==> src/rtl/bit_stream_serializer.sv <==
// bit_stream_serializer
//   Turns parallel words into a gap-free serial bit stream for the sequence
//   detector. Words arrive over a valid/ready handshake. Each word is shifted
//   out one bit per clock on x, in MSB-first or LSB-first order. A word that is
//   offered during the last bit of the current word is loaded on that same edge,
//   so patterns that straddle word boundaries reach the detector intact.
//
// Handshake: a word transfers on a posedge where din_valid and din_ready are
//   both high. din_ready is combinational and depends only on rst and on
//   registered state. It never depends on din_valid. The producer must hold din
//   stable while din_valid is high and din_ready is low. din is sampled only on
//   the transfer edge.
//
// Parameters
//   WIDTH       bits per word (>= 2)
//   MSB_FIRST   1: din[WIDTH-1] leaves first, 0: din[0] leaves first
//   IDLE_LEVEL  level driven on x while nothing is shifting
//
// Ports
//   clk        clock; all state updates on posedge
//   rst        synchronous active-high reset; drops any word in flight
//   din        parallel word
//   din_valid  producer has a word on din
//   din_ready  block can take a word this cycle
//   x          serial data bit (registered)
//   x_valid    x carries a data bit this cycle (registered)
//   busy       FSM is in SHIFT; this is the full two-state FSM state
//   word_done  one-cycle pulse in the cycle after a word's last bit
module bit_stream_serializer #(
  parameter int WIDTH      = 8,
  parameter bit MSB_FIRST  = 1'b1,
  parameter bit IDLE_LEVEL = 1'b0
) (
  input  logic             clk,
  input  logic             rst,
  input  logic [WIDTH-1:0] din,
  input  logic             din_valid,
  output logic             din_ready,
  output logic             x,
  output logic             x_valid,
  output logic             busy,
  output logic             word_done
);

  localparam int              CNT_W    = $clog2(WIDTH);
  localparam logic [CNT_W-1:0] LAST_CNT = CNT_W'(WIDTH - 1);

  typedef enum logic {
    IDLE  = 1'b0,
    SHIFT = 1'b1
  } state_t;

  state_t           state, state_n;
  logic [CNT_W-1:0] bit_cnt, bit_cnt_n;
  logic [WIDTH-1:0] shreg, shreg_n;
  logic             x_n, x_valid_n, word_done_n;

  logic             last_bit;
  logic             accept;
  logic             load_first, next_bit;
  logic [WIDTH-1:0] load_rest, shift_rest;

  // x already holds the current bit, so shreg keeps only the bits still to
  // go. They are aligned so the next bit is always at the outgoing end.
  always_comb begin
    if (MSB_FIRST) begin
      load_first = din[WIDTH-1];
      load_rest  = din << 1;
      next_bit   = shreg[WIDTH-1];
      shift_rest = shreg << 1;
    end else begin
      load_first = din[0];
      load_rest  = din >> 1;
      next_bit   = shreg[0];
      shift_rest = shreg >> 1;
    end
  end

  assign last_bit  = (state == SHIFT) && (bit_cnt == LAST_CNT);
  assign din_ready = !rst && ((state == IDLE) || last_bit);
  assign accept    = din_valid && din_ready;
  assign busy      = (state == SHIFT);

  always_comb begin
    state_n     = state;
    bit_cnt_n   = bit_cnt;
    shreg_n     = shreg;
    x_n         = x;
    x_valid_n   = x_valid;
    word_done_n = 1'b0;
    case (state)
      IDLE: begin
        if (accept) begin
          shreg_n   = load_rest;
          x_n       = load_first;
          x_valid_n = 1'b1;
          bit_cnt_n = '0;
          state_n   = SHIFT;
        end else begin
          x_n       = IDLE_LEVEL;
          x_valid_n = 1'b0;
        end
      end
      SHIFT: begin
        if (!last_bit) begin
          x_n       = next_bit;
          shreg_n   = shift_rest;
          bit_cnt_n = bit_cnt + 1'b1;
        end else begin
          word_done_n = 1'b1;
          bit_cnt_n   = '0;
          if (accept) begin
            // Back-to-back word: its first bit follows the last bit directly.
            shreg_n   = load_rest;
            x_n       = load_first;
            x_valid_n = 1'b1;
          end else begin
            x_n       = IDLE_LEVEL;
            x_valid_n = 1'b0;
            state_n   = IDLE;
          end
        end
      end
      default: begin
        state_n   = IDLE;
        bit_cnt_n = '0;
        x_n       = IDLE_LEVEL;
        x_valid_n = 1'b0;
      end
    endcase
  end

  always_ff @(posedge clk) begin
    if (rst) begin
      state     <= IDLE;
      bit_cnt   <= '0;
      shreg     <= '0;
      x         <= IDLE_LEVEL;
      x_valid   <= 1'b0;
      word_done <= 1'b0;
    end else begin
      state     <= state_n;
      bit_cnt   <= bit_cnt_n;
      shreg     <= shreg_n;
      x         <= x_n;
      x_valid   <= x_valid_n;
      word_done <= word_done_n;
    end
  end

endmodule

==> config.mk <==
export PLATFORM = sky130hd
export DESIGN_NAME = bit_stream_serializer
export DESIGN_NICKNAME = d
export VERILOG_FILES = /design/src/rtl/bit_stream_serializer.sv
export SDC_FILE = /design/constraint.sdc
export NUM_CORES = 1
export LEC_CHECK = 0
export CAP_MARGIN = 15
export CORE_MARGIN = 2
export CORE_UTILIZATION = 50
export DETAILED_ROUTE_END_ITERATION = 10
export GPL_ROUTABILITY_DRIVEN = 0
export PLACE_DENSITY = 0.8
export SYNTH_ARGS = -nofsm -noshare
export SYNTH_HDL_FRONTEND = slang
export SYNTH_SLANG_ARGS = --single-unit
==> constraint.sdc <==
create_clock -name clk -period 2.4 [get_ports clk]
set_clock_uncertainty 0.2 [all_clocks]
set_input_delay 0.48 -clock clk [delete_from_list [all_inputs] [get_ports clk]]
set_output_delay 0.48 -clock clk [all_outputs]
set_load 0.01 [all_outputs]
==> results.yml <==
run_status:
  outcome: "finished clean"
sta:
  finalMaxSlewViolations: 0
  rsz0062_at_grt: "false"
  min_period_ns: 2.24
  relSlewSlack_pct: 74.7
  fmax_mhz: 447
  holdWs_ns: 0.271
  setup_viol: 0
  post-route-period-util_pct: 93.3
  hold_viol_final: 0
  worst_pin_slew_ns: 0.380
  finalSetupTns_ns: 0
drt:
  vias: 507
  wl_per_cell_um: 11.6
  drtAntennaViolNets: 0
  totalWireLength_mm: 1.15
  dr.pass1.iters: 4
  drc: 0
  drt-initial-drc-count: 8
  avgViaCountPerCell: 5.12
cts:
  cts_hold_buf: 0
  cts_max_path_buffers: 2
  clk_latency_ns: 0.29
  cts_sinks: 15
  postCtsSetupBuffers: 0
  cts-root-buf: "clkbuf_4"
  numCtsBuffers: 3
  cts_tree: "built"
  cts_htree_levels: 1
  clk_transition_reported_paths_ns: 0.08
logic_synthesis:
  synth_commonest_cells: "dfxtp_1, nor2_1, mux2i_1"
  syn_nets: 81
  synthArstFlopShare_pct: 0
  synthMuxAreaShare_pct: 11.6
  synth_top_family_by_area: "simple AND/OR/NAND/NOR gates"
  synth_most_common_cell: "dfxtp_1"
  synth-adder-area-share_pct: 3.62
  synth_compound_area_share_pct: 16.3
  synth_top_flop_cell: "dfxtp_1"
  synth_top_area_share_pct: 43.5
  ys_seq_elements: 15
  synth_edf_count: 0
  synthCells: 68
  ys_seq_area_share_pct: 43.5
  netlist_area_um2: 691
  synth_area_leaders: "dfxtp_1, a211oi_2, mux2i_1, nor2_1, ha_1"
  synth_area_per_cell_um2: 10.2
  synth_xor_area_share_pct: 0
  yosys.area_share.simple_pct: 16.7
  yosysWarningCount: 0
  yosysTopAreaCell: "dfxtp_1"
  ys_types: 20
floorplan:
  die_w_um: 41.2
  num_rows: 13
  start_util_pct: 53.1
  floorplan.die_area_mm2: 0.00169
  core-area_mm2: 0.00130
  pin_count: 16
  die_y_um: 41.2
worst_setup_path:
  critPathLaunchType: "register"
  crit_arrival_ns: 1.56
  worstPathMaxFanout: 4
  critPathRequiredTime_ns: 1.72
  r2r_slack_ns: 0.69
  setup.worst_path.class: "reg2out"
  crit_path_end_kind: "primary output"
place:
  post-dp-hpwl_um: 824
  numPortBuffers: 15
global_routing:
  grt_pass1_vias: 435
  grt_overflow: 0
  antenna_found_initial: 0
  grt_pass1_wl_mm: 1.72
  grt.total_usage_pct: 16.5
  grt_max_degree: 17
layout:
  fillers: 120
  drive_above_1_share_pct: 17.9
  antenna_cells: 0
  fin_nets: 98
  syn2layout_area_growth_pct: 23.6
  post-route-util_pct: 65.6
power:
  total_power_uw: 502
  peakVddDrop_v: 0.000329
  leakage_uw: 0.000348
  power_density_mw_per_mm2: 589
min_path:
  min_path_type: "reg2reg"
flow_run:
  maxCapViolCount: 0
stage by stage:
| step | cells | cell area (µm²) | setup WS, ns |
|---|---|---|---|
| CTS | 99 | 853 | 0.146 |
| floorplan | 68 | 691 | 0.619 |
| detailed placement | 95 | 828 | 0.139 |
| finish | 99 | 853 | 0.161 |
| global route | 99 | 853 | 0.0388 |
| global placement | 95 | 828 | 0.118 |
cells in the final DEF, fill, tap and decap left out:
cell type / n
a211oi_2: 7
a21oi_1: 3
and2b_1: 1
buf_4: 3
clkbuf_1: 1
clkbuf_4: 3
clkdlybuf4s50_1: 14
dfxtp_1: 15
dlygate4sd2_1: 1
ha_1: 2
inv_1: 1
mux2i_1: 8
nand2_1: 5
nand2b_2: 1
nand3_1: 1
nor2_1: 14
nor2_2: 1
nor3b_1: 1
nor4b_1: 1
o32a_1: 1
kinds of logic after synthesis:
logic type	after synthesis
AOI/OAI and AO/OA	11
adders and majority gates	2
buffers and inverters	7
DFF	15
muxes	8
and+or+nand+nor	25
area by class of cell:
| type | count | area [µm²] | share of cell area, % |
|---|---|---|---|
| tap | 15 | 18.8 | 2.20 |
| multi-input combinational | 46 | 333 | 39.0 |
| sequential | 15 | 300 | 35.2 |
| inverter | 1 | 3.75 | 0.440 |
| timing repair buffer | 18 | 171 | 20.1 |
| clock buffer | 4 | 26.3 | 3.08 |
worst max-delay path, cell delays in order (launching register included):
cell           delay [ns]
dfxtp_1              0.33
ha_1                 0.19
ha_1                 0.21
and2b_1              0.22
nor2_1               0.05
dlygate4sd2_1        0.28
timing repair:
item / in CTS / in global routing
endpoints found under the setup margin: 1 / 0
hold endpoints to repair: 0 / 0
resized for setup: 1 / 0
sequential cells by signal, indices dropped and copies added, names as in the netlist:
register and flops:
shreg 8, bit_cnt 3, busy 1, word_done 1
x 1, x_valid 1
path summary, 6_finish.rpt:
check                          startpoint              endpoint  depth (start not counted)
setup / recovery  bit_cnt[0]$_SDFFE_PP0P_             din_ready                          5
hold / removal       x_valid$_SDFFE_PP0P_  x_valid$_SDFFE_PP0P_                          2
setup reg to reg  bit_cnt[0]$_SDFFE_PP0P_   shreg[4]$_SDFF_PP0_                          5
hold reg to reg      x_valid$_SDFFE_PP0P_  x_valid$_SDFFE_PP0P_                          2
power breakdown:
group / switching (µW) / total, µW / internal [µW]
Combinational: 37.8 / 83.2 / 45.3
Sequential: 9.58 / 273 / 264
Clock: 81.0 / 146 / 64.7
metal layers:
metal / track usage (%) / part of all wire, %
met1: 19.8 / 46
met5: 0 / 0
met2: 25.8 / 45
met4: 7.26 / 2.0
met3: 6.52 / 7.1
Power figures use the tool's default switching activity.
